**config.mk**
```make
export PLATFORM = sky130hd
export DESIGN_NAME = reserved_slot_controller
export DESIGN_NICKNAME = d
export VERILOG_FILES = /design/src/rtl/rsv_pkg.sv /design/src/rtl/rsv_rr_arb.sv /design/src/rtl/reserved_slot_controller.sv
export SDC_FILE = /design/constraint.sdc
export NUM_CORES = 1
export LEC_CHECK = 0
export CAP_MARGIN = 20
export CORE_AREA = 2 2 62 64
export CTS_CLUSTER_DIAMETER = 120
export DETAILED_ROUTE_END_ITERATION = 10
export DIE_AREA = 0 0 64 66
export MAX_ROUTING_LAYER = met4
export PLACE_DENSITY_LB_ADDON = 0.3
export SYNTH_ARGS = -nofsm -noshare
export SYNTH_HDL_FRONTEND = slang
export SYNTH_SLANG_ARGS = --single-unit
```
**constraint.sdc**
```tcl
create_clock -name clk -period 11.8 [get_ports clk]
set_input_delay 3.54 -clock clk [delete_from_list [all_inputs] [get_ports clk]]
set_output_delay 3.54 -clock clk [all_outputs]
set_load 0.005 [all_outputs]
```
**src/rtl/rsv_pkg.sv**
```systemverilog
// rsv_pkg -- shared types and constants for the reserved parking slot
// controller.
//   state_t      : controller FSM state encoding
//   RSP_*        : response codes carried on rsp_code
//   SRC_*        : request source encoding (rsp_src, arbiter index)
// `PARKING_SLOTS supplies the default slot count. It falls back to 8 when
// the build does not define it.

`ifndef PARKING_SLOTS
`define PARKING_SLOTS 8
`endif

package rsv_pkg;

    typedef enum logic [1:0] {
        S_IDLE  = 2'd0,
        S_CHECK = 2'd1,
        S_RESP  = 2'd2
    } state_t;

    localparam logic [1:0] RSP_OK       = 2'd0;
    localparam logic [1:0] RSP_CONFLICT = 2'd1;
    localparam logic [1:0] RSP_BAD_FLAT = 2'd2;
    localparam logic [1:0] RSP_NOT_PWD  = 2'd3;

    localparam logic SRC_ENTRY = 1'b0;
    localparam logic SRC_EXIT  = 1'b1;

endpackage

```
**src/rtl/rsv_rr_arb.sv**
```systemverilog
// rsv_rr_arb -- two-way round-robin arbiter for the entry/exit gates.
//   clk, rst : clock, asynchronous active-high reset
//   req_i[0] : entry request      req_i[1] : exit request
//   upd_i    : strobe; the current grant is recorded as "served last"
//   gnt_o    : one-hot grant, combinational from req_i and history
// After reset the exit side counts as served last, so a simultaneous
// request goes to entry first.

module rsv_rr_arb
    import rsv_pkg::*;
(
    input  logic       clk,
    input  logic       rst,
    input  logic [1:0] req_i,
    input  logic       upd_i,
    output logic [1:0] gnt_o
);

    logic last_q, last_d;   // source served most recently

    always_comb begin
        gnt_o = req_i;
        if (req_i[0] && req_i[1]) begin
            gnt_o = (last_q == SRC_EXIT) ? 2'b01 : 2'b10;
        end
    end

    always_comb begin
        last_d = last_q;
        if (upd_i && (gnt_o != 2'b00)) begin
            last_d = gnt_o[1] ? SRC_EXIT : SRC_ENTRY;
        end
    end

    always_ff @(posedge clk or posedge rst) begin
        if (rst) last_q <= SRC_EXIT;
        else     last_q <= last_d;
    end

endmodule

```
**src/rtl/reserved_slot_controller.sv**
```systemverilog
// reserved_slot_controller -- reserved parking slot bookkeeping for one
// entry gate and one exit gate. Each flat 1..N_SLOTS owns one slot.
//   clk, rst            : clock, asynchronous active-high reset
//   en_req/en_flat/en_pwd/en_ack : entry gate handshake (req held to ack)
//   ex_req/ex_flat/ex_ack        : exit gate handshake
//   rsp_valid           : one-cycle strobe alongside the ack
//   rsp_ok/rsp_code/rsp_src : result, held between strobes
//   occ_map/occ_count/full  : slot occupancy
// Each transaction takes IDLE -> CHECK -> RESP, which is one every 3 cycles.
// Optional build macro RESERVED_PWD_CHECK_EN: when it is defined, an entry
// without a PwD permit is refused with RSP_NOT_PWD.

module reserved_slot_controller
    import rsv_pkg::*;
#(
    parameter int N_SLOTS = `PARKING_SLOTS,
    parameter int FW      = 8
) (
    input  logic                         clk,
    input  logic                         rst,
    input  logic                         en_req,
    input  logic [FW-1:0]                en_flat,
    input  logic                         en_pwd,
    output logic                         en_ack,
    input  logic                         ex_req,
    input  logic [FW-1:0]                ex_flat,
    output logic                         ex_ack,
    output logic                         rsp_valid,
    output logic                         rsp_ok,
    output logic [1:0]                   rsp_code,
    output logic                         rsp_src,
    output logic [N_SLOTS-1:0]           occ_map,
    output logic [$clog2(N_SLOTS+1)-1:0] occ_count,
    output logic                         full
);

    localparam int CW = $clog2(N_SLOTS+1);

    state_t               state_q, state_d;
    logic [FW-1:0]        flat_q, flat_d;
    logic                 src_q, src_d;
    logic [N_SLOTS-1:0]   map_q, map_d;
    logic                 en_ack_q, en_ack_d;
    logic                 ex_ack_q, ex_ack_d;
    logic                 valid_q, valid_d;
    logic                 ok_q, ok_d;
    logic [1:0]           code_q, code_d;
    logic                 rsrc_q, rsrc_d;

    logic [1:0]           gnt;
    logic                 upd;
    logic [N_SLOTS-1:0]   mask;
    logic                 bad_flat;
    logic                 hit;
    logic                 pwd_fail;
    logic [1:0]           chk_code;
    logic [CW-1:0]        cnt;

`ifdef RESERVED_PWD_CHECK_EN
    logic pwd_q, pwd_d;
    assign pwd_fail = (src_q == SRC_ENTRY) && !pwd_q;
`else
    logic unused_pwd;
    assign unused_pwd = en_pwd;
    assign pwd_fail   = 1'b0;
`endif

    rsv_rr_arb u_arb (
        .clk   (clk),
        .rst   (rst),
        .req_i ({ex_req, en_req}),
        .upd_i (upd),
        .gnt_o (gnt)
    );

    // Slot decode of the latched flat. The range test is done at 32 bits so
    // an out-of-range flat cannot alias onto a valid slot.
    always_comb begin
        bad_flat = (32'(flat_q) == 32'd0) || (32'(flat_q) > 32'(N_SLOTS));
        mask     = '0;
        for (int k = 0; k < N_SLOTS; k++) begin
            mask[k] = (32'(flat_q) == 32'(k + 1));
        end
        hit = |(map_q & mask);
    end

    // Check priority: BAD_FLAT, then NOT_PWD, then CONFLICT.
    always_comb begin
        chk_code = RSP_OK;
        if (bad_flat)                        chk_code = RSP_BAD_FLAT;
        else if (pwd_fail)                   chk_code = RSP_NOT_PWD;
        else if ((src_q == SRC_ENTRY) && hit)  chk_code = RSP_CONFLICT;
        else if ((src_q == SRC_EXIT) && !hit)  chk_code = RSP_CONFLICT;
    end

    always_comb begin
        state_d  = state_q;
        flat_d   = flat_q;
        src_d    = src_q;
        map_d    = map_q;
        en_ack_d = 1'b0;
        ex_ack_d = 1'b0;
        valid_d  = 1'b0;
        ok_d     = ok_q;
        code_d   = code_q;
        rsrc_d   = rsrc_q;
        upd      = 1'b0;
`ifdef RESERVED_PWD_CHECK_EN
        pwd_d    = pwd_q;
`endif
        case (state_q)
            S_IDLE: begin
                if (gnt != 2'b00) begin
                    upd     = 1'b1;
                    state_d = S_CHECK;
                    src_d   = gnt[1] ? SRC_EXIT : SRC_ENTRY;
                    flat_d  = gnt[1] ? ex_flat : en_flat;
`ifdef RESERVED_PWD_CHECK_EN
                    pwd_d   = gnt[1] ? 1'b1 : en_pwd;
`endif
                end
            end
            S_CHECK: begin
                // The result and acks are registered here, so they are
                // visible for exactly the RESP cycle.
                state_d  = S_RESP;
                code_d   = chk_code;
                ok_d     = (chk_code == RSP_OK);
                rsrc_d   = src_q;
                valid_d  = 1'b1;
                en_ack_d = (src_q == SRC_ENTRY);
                ex_ack_d = (src_q == SRC_EXIT);
                if (chk_code == RSP_OK) begin
                    map_d = (src_q == SRC_ENTRY) ? (map_q | mask) : (map_q & ~mask);
                end
            end
            S_RESP:  state_d = S_IDLE;
            default: state_d = S_IDLE;
        endcase
    end

    always_ff @(posedge clk or posedge rst) begin
        if (rst) begin
            state_q  <= S_IDLE;
            flat_q   <= '0;
            src_q    <= SRC_ENTRY;
            map_q    <= '0;
            en_ack_q <= 1'b0;
            ex_ack_q <= 1'b0;
            valid_q  <= 1'b0;
            ok_q     <= 1'b0;
            code_q   <= RSP_OK;
            rsrc_q   <= SRC_ENTRY;
`ifdef RESERVED_PWD_CHECK_EN
            pwd_q    <= 1'b0;
`endif
        end else begin
            state_q  <= state_d;
            flat_q   <= flat_d;
            src_q    <= src_d;
            map_q    <= map_d;
            en_ack_q <= en_ack_d;
            ex_ack_q <= ex_ack_d;
            valid_q  <= valid_d;
            ok_q     <= ok_d;
            code_q   <= code_d;
            rsrc_q   <= rsrc_d;
`ifdef RESERVED_PWD_CHECK_EN
            pwd_q    <= pwd_d;
`endif
        end
    end

    always_comb begin
        cnt = '0;
        for (int k = 0; k < N_SLOTS; k++) begin
            cnt = cnt + CW'(map_q[k]);
        end
    end

    assign en_ack    = en_ack_q;
    assign ex_ack    = ex_ack_q;
    assign rsp_valid = valid_q;
    assign rsp_ok    = ok_q;
    assign rsp_code  = code_q;
    assign rsp_src   = rsrc_q;
    assign occ_map   = map_q;
    assign occ_count = cnt;
    assign full      = (32'(cnt) == 32'(N_SLOTS));

endmodule

```
==> summary.txt, run 1 <==
Status
  – Outcome: complete, no violations

Setup path
  – Worst endpoint required time: 8.26 ns
  – CP max-delay cell: fa_1
  – CP bufs+invs: 5
  – Critical path type: reg -> out
  – Crit-path cells: fa_1 -> inv_1 -> fa_1 -> fa_1 -> inv_1 -> ha_1 -> inv_1 -> fa_1 -> inv_1 -> nor4b_1 -> clkdlybuf4s50_1
  – Arrival time worst endpoint: 3.96 ns
  – Critical Path Start Type: flip-flop
  – Delay-heaviest family, CP: adder cells
  – Crit-path max FO: 5
  – Nature of the critical path endpoint: output pin
  – CP peak stage delay: 0.55 ns

Route
  – First DRT Iteration DRCs: 73
  – Detailed Route WL: 3.38 mm
  – Via count: 1323
  – Wire per inst: 13.9 um
  – TritonRoute pass-1 iters: 5
  – Avg Vias per Cell: 5.44
  – Antenna viol nets, final: 0
  – Drt drc: 0

Clock tree
  – Setup Buffers After CTS: 0
  – Clk_lat worst skew: 0.34 ns
  – Cts repair resizes: 0
  – Clock slew at the register clock pins of the worst setup and hold paths: 0.15 ns
  – CTS Hold Buffers Added: 0
  – TritonCTS clock tree: built
  – CTS root buf: clkbuf_4
  – Clock tree sinks: 27
  – CTS max path bufs: 2
  – H-tree levels: 1
  – TritonCTS Buffers: 3

Power
  – P_leak: 0.881 nW
  – Overall power: 0.304 mW
  – VDD IR max: 0.0749 mV
  – Pwr dens: 147 mW/mm^2

Die
  – Die width: 64 um
  – # rows: 22
  – IO Pins: 41
  – Die area: 0.00422 mm^2
  – Die Height: 66 um
  – Core Footprint: 0.00355 mm^2
  – Initial core utilization: 0.447

STA
  – Fin Setup TNS: 0 ns
  – Period minus WS final: 7.50 ns
  – Worst-Margin Slew: 0.655 ns
  – Worst setup margin: 4.30 ns
  – Max-slew violations: 0
  – RSZ-0062 raised after global routing: no
  – Setup Viol. Count Final: 0
  – Final hold viol count: 0
  – Final period utilization: 0.636
  – Max Fclk: 0.133 GHz
  – Max Clock Skew: 0.00187 ns
  – Worst slew margin: 0.559
  – WHS: 0.500 ns

Global routing
  – Overflow after GRT: 0
  – Initial antenna violation count: 0
  – Vias in the first global route: 1347
  – Largest net degree at the start of global routing: 28
  – Gr usage total: 0.179
  – First-pass GRT wire length: 5.79 mm

Placement
  – HPWL Detailed: 2.54 mm
  – Dpl ws: 4.67 ns
  – Post-DP Area: 0.00201 mm^2
  – Buffers added on ports: 39
  – Routability cong.: 0.854
  – Placed insts: 238

Finish
  – Most frequent cells in the layout: clkdlybuf4s50_1 (39), dfrtp_1 (26), inv_1 (17)
  – Layout cell share with drive strength beyond 1: 0.0872
  – Finished Layout Cells: 243
  – ANT cells: 0
  – Final instance area: 0.00206 mm^2
  – Finished Core Util: 0.581
  – Layout Nets: 224
  – Synthesis-to-finish area growth: 29.8%
  – Commonest non-fill, non-tap cell in the layout: clkdlybuf4s50_1

Logic synthesis
  – Avg Synthesized Cell Area: 9.99 um^2
  – Synth Register Bits: 27
  – Cell Area, Synth: 0.00159 mm^2
  – Register area share after synthesis: 0.426
  – Post-Syn Instances: 159
  – Cell variety after synth: 42
  – Synthesis Warnings: 0
  – Post-Syn Nets: 187

Run
  – Max capacitance violation total: 0

Worst hold path
  – Worst Hold Class: reg -> reg
==> report_power, final <==
group / switching (mW) / leakage, nW / internal, mW
Combinational: 0.0533 / 0.530 / 0.0473
Clock: 0.0303 / 0.0139 / 0.0130
Sequential: 0.0395 / 0.337 / 0.120
Total: 0.123 / 0.881 / 0.181
==> worst reg2reg max path, stage by stage, from the launching register on <==
cell and delay [ns]:
dfrtp_1 0.69, mux2i_1 0.25, o22ai_1 0.12, a31o_2 0.31, or4_1 0.54, a22oi_2 0.13
==> final timing paths <==
| kind | start | to | slack (ns) | depth (start not counted) |
|---|---|---|---|---|
| min | rsp_src | rsp_src | 0.50 | 1 |
| max in group asynchronous | rst | u_arb.last_q | 7.89 | 3 |
| max | flip-flop | full | 4.30 | 11 |
| min in group asynchronous | rst | state_q[0] | 3.42 | 2 |
| max reg2reg | flat_q[0] | flip-flop | 9.69 | 5 |
| min reg2reg | rsp_src | rsp_src | 0.50 | 1 |
==> metal layers <==
metal	track usage	up-vias	wire, um
met2	0.302	50	1760
met4	0.0788	0	61
met1	0.215	628	1370
met5	-	-	0
li1	-	638	-
met3	0.0256	7	184
==> area by class of cell <==
cell class,instances,area (um^2)
clock inverters,1,7.51
inverters,17,63.8
fillers,322,1490
repair buffers,41,425
well taps,48,60.1
flip-flops and latches,27,677
multi-input cells,106,807
clock buffers,3,22.5
==> cell usage after synthesis <==
cell	count	share of area
a2111oi_2	1	0.0094
o31ai_1	2	0.0094
o21ai_0	9	0.028
nor4_1	4	0.016
nand2_1	5	0.012
buf_1	2	0.0047
nor4_4	1	0.013
a31o_2	1	0.0055
nand4_1	1	0.0039
nand3_1	5	0.016
o211ai_2	1	0.0079
buf_4	1	0.0047
mux2i_1	10	0.063
and2b_1	1	0.0047
o21a_1	2	0.0094
a21boi_0	1	0.0047
nor2b_1	1	0.0039
nor3_1	2	0.0063
o41ai_1	1	0.0055
nand2b_1	3	0.012
dfstp_2	1	0.017
inv_1	17	0.040
a21o_1	1	0.0047
xnor2_1	1	0.0055
a2bb2oi_1	4	0.022
o22a_1	1	0.0055
buf_2	3	0.0094
nand2_4	1	0.0071
clkbuf_1	3	0.0071
or4_1	4	0.019
dfrtp_1	26	0.41
a22oi_2	3	0.024
o22ai_1	1	0.0039
or4_4	1	0.0071
ha_1	3	0.024
nor4b_1	1	0.0055
nor2_8	1	0.013
a21oi_1	10	0.031
nor2_1	14	0.033
a31oi_1	2	0.0079
fa_1	4	0.050
nand3b_1	3	0.014
==> cell families after synthesis <==
group / Yosys count / synth area share
compound gates: 40 / 0.180
xor+xnor: 1 / 0.00551
fa+ha+maj: 7 / 0.0740
buf+inv: 26 / 0.0661
flops: 27 / 0.426
mux: 10 / 0.0630
simple gates: 48 / 0.186
No activity file was read; power rests on OpenSTA's default activity.
==> run 2, diff against run 1 <==
Clock period 11.8 ns to 7.6 ns, I/O delays scaled along.
==> summary.txt, run 2 (same netlist as run 1, synthesis figures left out) <==
STA
  – Final period utilization: 0.833
  – Worst-Margin Slew: 0.674 ns
  – Setup Viol. Count Final: 0
  – Max Fclk: 0.158 GHz
  – Final hold viol count: 0
  – Max Clock Skew: 0.00626 ns
  – Max-slew violations: 0
  – Worst slew margin: 0.546
  – Fin Setup TNS: 0 ns
  – RSZ-0062 raised after global routing: no
  – Period minus WS final: 6.33 ns

Finish
  – Layout Nets: 224
  – Synthesis-to-finish area growth: 29.8%
  – Final instance area: 0.00206 mm^2
  – Most frequent cells in the layout: clkdlybuf4s50_1 (39), dfrtp_1 (26), inv_1 (17)
  – Commonest non-fill, non-tap cell in the layout: clkdlybuf4s50_1
  – Layout cell share with drive strength beyond 1: 0.0872
  – Filler instances: 330
  – ANT cells: 0

Route
  – Detailed route wirelength on metal3: 165 um
  – Drt drc: 0
  – Antenna viol nets, final: 0
  – TritonRoute pass-1 iters: 4
  – Metal2 WL: 1.71 mm
  – First DRT Iteration DRCs: 101
  – DRT met1 WL: 1.41 mm
  – Wire per inst: 13.7 um
  – Via count: 1325
  – Max Used Layer: met4
  – Avg Vias per Cell: 5.45
  – Detailed Route WL: 3.33 mm

Clock tree
  – CTS Hold Buffers Added: 0
  – H-tree levels: 1
  – CTS max path bufs: 2
  – CTS root buf: clkbuf_4
  – Cts repair resizes: 0
  – Clock tree sinks: 27
  – TritonCTS clock tree: built
  – Setup Buffers After CTS: 0
  – Clk_lat worst skew: 0.32 ns
  – TritonCTS Buffers: 3
  – Clock slew at the register clock pins of the worst setup and hold paths: 0.15 ns

Setup path
  – Crit-path cells: fa_1 -> inv_1 -> fa_1 -> fa_1 -> inv_1 -> ha_1 -> inv_1 -> fa_1 -> inv_1 -> nor4b_1 -> clkdlybuf4s50_1
  – CP peak stage delay: 0.57 ns
  – Crit-path max FO: 5
  – CP bufs+invs: 5
  – Nature of the critical path endpoint: output pin
  – Arrival time worst endpoint: 4.05 ns
  – Critical path type: reg -> out
  – Delay-heaviest family, CP: adder cells
  – R2r startpoint: flat_q[0]
  – Worst endpoint required time: 5.32 ns
  – CP max-delay cell: clkdlybuf4s50_1
  – Critical Path Start Type: flip-flop

Placement
  – Routability cong.: 0.855
  – Post-DP Area: 0.00201 mm^2
  – HPWL Detailed: 2.58 mm
  – Buffers added on ports: 39

Global routing
  – Gr usage total: 0.183
  – Overflow after GRT: 0
  – First-pass GRT wire length: 5.98 mm
  – Initial antenna violation count: 0
  – Largest net degree at the start of global routing: 28
  – Vias in the first global route: 1383

Power
  – Sw power: 0.188 mW
  – Pwr dens: 227 mW/mm^2
  – Clock share of power: 0.137
  – P_leak: 0.881 nW
  – Combinational share of power: 0.334
  – Reg power frac: 0.530
  – VDD IR max: 0.139 mV
  – Internal power: 0.281 mW
  – Sw Ratio: 0.402

Status
  – Outcome: complete, no violations

Die
  – Core Footprint: 0.00355 mm^2
  – # rows: 22
  – Die width: 64 um
  – Die Height: 66 um
  – Initial core utilization: 0.447
  – Die area: 0.00422 mm^2
  – IO Pins: 41

Worst hold path
  – Worst Hold Class: reg -> reg
  – Hold_sp: rsp_src

Run
  – Max capacitance violation total: 0
run 2: final cells by class:
class                           instances  area (um^2)  share of cell area
Clock buffer                            3         22.5              0.0109
Clock inverter                          1         7.51             0.00364
Inverter                               17         63.8              0.0309
Multi-Input combinational cell        106          807               0.391
Sequential cell                        27          677               0.328
Tap cell                               48         60.1              0.0291
Timing Repair Buffer                   41          425               0.206
run 2: through the flow:
step	power (mW)	std cells	util	hold WS [ns]	worst slack (ns)
2_1_floorplan	0.354	159	-	0.474	2.34
3_3_place_gp	0.398	238	0.565	0.464	1.80
3_5_place_dp	0.407	238	0.565	0.474	1.68
4_1_cts	0.471	242	0.573	0.509	1.30
5_1_grt	0.510	243	0.581	0.535	1.04
6_report	0.469	243	0.581	0.503	1.27
run 2: metal layers:
layer / track usage / vias up
li1: - / 637
met1: 0.229 / 640
met2: 0.305 / 42
met3: 0.0273 / 6
met4: 0.0625 / 0
met5: - / -
run 2: final timing paths:
check                           slack (ns)      endpoint  cells past startpoint
worst max-delay path                  1.27          full                     11
worst min-delay path                  0.50       rsp_src                      1
worst max register to register        5.37     flip-flop                      5
worst min register to register        0.50       rsp_src                      1
max in group asynchronous             5.04  u_arb.last_q                      3
min in group asynchronous             2.12     flat_q[6]                      2
run 2: power groups by stage:
stage	clock, mW	combinational [mW]	sequential [mW]
final	0.0640	0.156	0.248
after global routing	0.0724	0.180	0.258
after CTS	0.0664	0.157	0.248
after detailed placement	0	0.156	0.251
after global placement	0	0.151	0.247
after floorplan	0	0.144	0.211
==> run 3, diff against run 2 <==
Clock period 7.6 ns to 5.9 ns, I/O delays scaled along.
==> summary.txt, run 3 (same netlist as run 1, synthesis figures left out) <==
Status
  – Outcome: complete, no violations

Finish
  – Commonest non-fill, non-tap cell in the layout: clkdlybuf4s50_1
  – ANT cells: 0
  – Layout cell share with drive strength beyond 1: 0.0974
  – Layout Nets: 224
  – Finished Core Util: 0.582
  – Most frequent cells in the layout: clkdlybuf4s50_1 (39), dfrtp_1 (25), inv_1 (17)
  – Synthesis-to-finish area growth: 30.2%

Setup path
  – R2r startpoint: flat_q[0]
  – Crit-path max FO: 5
  – Nature of the critical path endpoint: output pin
  – Critical Path Start Type: flip-flop
  – Worst endpoint required time: 4.13 ns
  – Arrival time worst endpoint: 3.89 ns
  – Critical path type: reg -> out

Route
  – Avg Vias per Cell: 5.33
  – Via count: 1294
  – Detailed Route WL: 3.25 mm
  – Wire per inst: 13.4 um
  – First DRT Iteration DRCs: 88
  – Antenna viol nets, final: 0
  – TritonRoute pass-1 iters: 4
  – Drt drc: 0

Global routing
  – First-pass GRT wire length: 5.86 mm
  – M2 GR Usage: 0.306
  – Largest net degree at the start of global routing: 28
  – Gr usage total: 0.183
  – Overflow after GRT: 0
  – Met3 usage: 0.0290
  – Vias in the first global route: 1338
  – Initial antenna violation count: 0
  – GR peak layer: met2
  – GR Util met1: 0.211

Worst hold path
  – Hold_sp: rsp_src
  – Worst Hold Class: reg -> reg

STA
  – Period minus WS final: 5.66 ns
  – Worst-Margin Slew: 0.630 ns
  – Setup Viol. Count Final: 0
  – Worst slew margin: 0.576
  – RSZ-0062 raised after global routing: no
  – Max-slew violations: 0
  – Final period utilization: 0.959
  – Max Fclk: 0.177 GHz
  – Fin Setup TNS: 0 ns
  – Max Clock Skew: 0.00207 ns
  – Final hold viol count: 0

Die
  – Initial core utilization: 0.447
  – Die Height: 66 um
  – Core Footprint: 0.00355 mm^2
  – Die area: 0.00422 mm^2
  – IO Pins: 41
  – Die width: 64 um
  – # rows: 22

Power
  – Sw power: 0.240 mW
  – Clock share of power: 0.137
  – Combinational share of power: 0.332
  – Reg power frac: 0.530
  – Sw Ratio: 0.399
  – VDD IR max: 0.159 mV
  – Internal power: 0.361 mW
  – Pwr dens: 290 mW/mm^2
  – P_leak: 0.885 nW

Clock tree
  – CTS Hold Buffers Added: 0
  – CTS max path bufs: 2
  – TritonCTS clock tree: built
  – Clock tree sinks: 27
  – Clk_lat worst skew: 0.34 ns
  – TritonCTS Buffers: 3
  – Clock slew at the register clock pins of the worst setup and hold paths: 0.14 ns
  – CTS root buf: clkbuf_4
  – H-tree levels: 1

Placement
  – Buffers added on ports: 39
  – HPWL Detailed: 2.50 mm
  – Routability cong.: 0.824

Run
  – Max capacitance violation total: 0
## run 3: cell count changes in the layout (fill, tap and decap cells not counted)
cell / previous run / this run
clkinv_2: 0 / 1
clkinvlp_4: 1 / 0
dfrtp_1: 26 / 25
dfrtp_2: 0 / 1
nor4b_1: 1 / 0
nor4b_2: 0 / 1
## run 3: layout make-up
class | instances | area [um^2]
clock buffer | 3 | 22.5
multi-input combinational | 106 | 813
inverter | 17 | 63.8
tap | 48 | 60.1
fill | 317 | 1480
sequential | 27 | 678
timing repair buffer | 41 | 425
clock inverter | 1 | 5.00
## run 3: critical path: stages (launching register included)
cell and delay, ns:
dfrtp_2 0.48, fa_1 0.54, inv_1 0.05, fa_1 0.49
fa_1 0.40, inv_1 0.06, ha_1 0.16, inv_1 0.06
fa_1 0.39, xnor2_1 0.18, nor4b_2 0.21, clkdlybuf4s50_1 0.53
## run 3: metrics by stage
stage	setup slack [ns]	cells	hold WS, ns	power (mW)	instance area (um^2)
after detailed placement	0.548	238	0.482	0.521	2010
after CTS	0.158	242	0.515	0.602	2030
final	0.244	243	0.505	0.601	2070
after global routing	0.0486	243	0.532	0.654	2070
after global placement	0.610	238	0.465	0.512	2010
after floorplan	1.15	159	0.474	0.457	1590
## run 3: metal layers
layer / vias up / part of all wire
li1: 642 / -
met1: 607 / 0.43
met2: 39 / 0.50
met3: 6 / 0.048
met4: 0 / 0.025
met5: - / 0
## run 3: power by group through the flow
stage | clock (mW) | combinational, mW | sequential, mW
2_1_floorplan | 0 | 0.185 | 0.271
3_3_place_gp | 0 | 0.194 | 0.318
3_5_place_dp | 0 | 0.198 | 0.323
4_1_cts | 0.0836 | 0.200 | 0.319
5_1_grt | 0.0929 | 0.229 | 0.333
6_report | 0.0823 | 0.200 | 0.319
## run 3: what timing repair did
action / 4_1_cts / 5_1_grt
gates resized for setup: 0 / 2
setup endpoints to repair: 0 / 1
buffers inserted: 0 / 0
## run 3: final timing paths
| check | end | slack [ns] | cells after the start |
|---|---|---|---|
| worst max-delay path | full | 0.24 | 11 |
| worst min-delay path | rsp_src | 0.51 | 1 |
| worst max register to register | flip-flop | 3.68 | 5 |
| worst min register to register | rsp_src | 0.51 | 1 |
| max in group asynchronous | u_arb.last_q | 3.88 | 3 |
| min in group asynchronous | flat_q[5] | 1.59 | 2 |
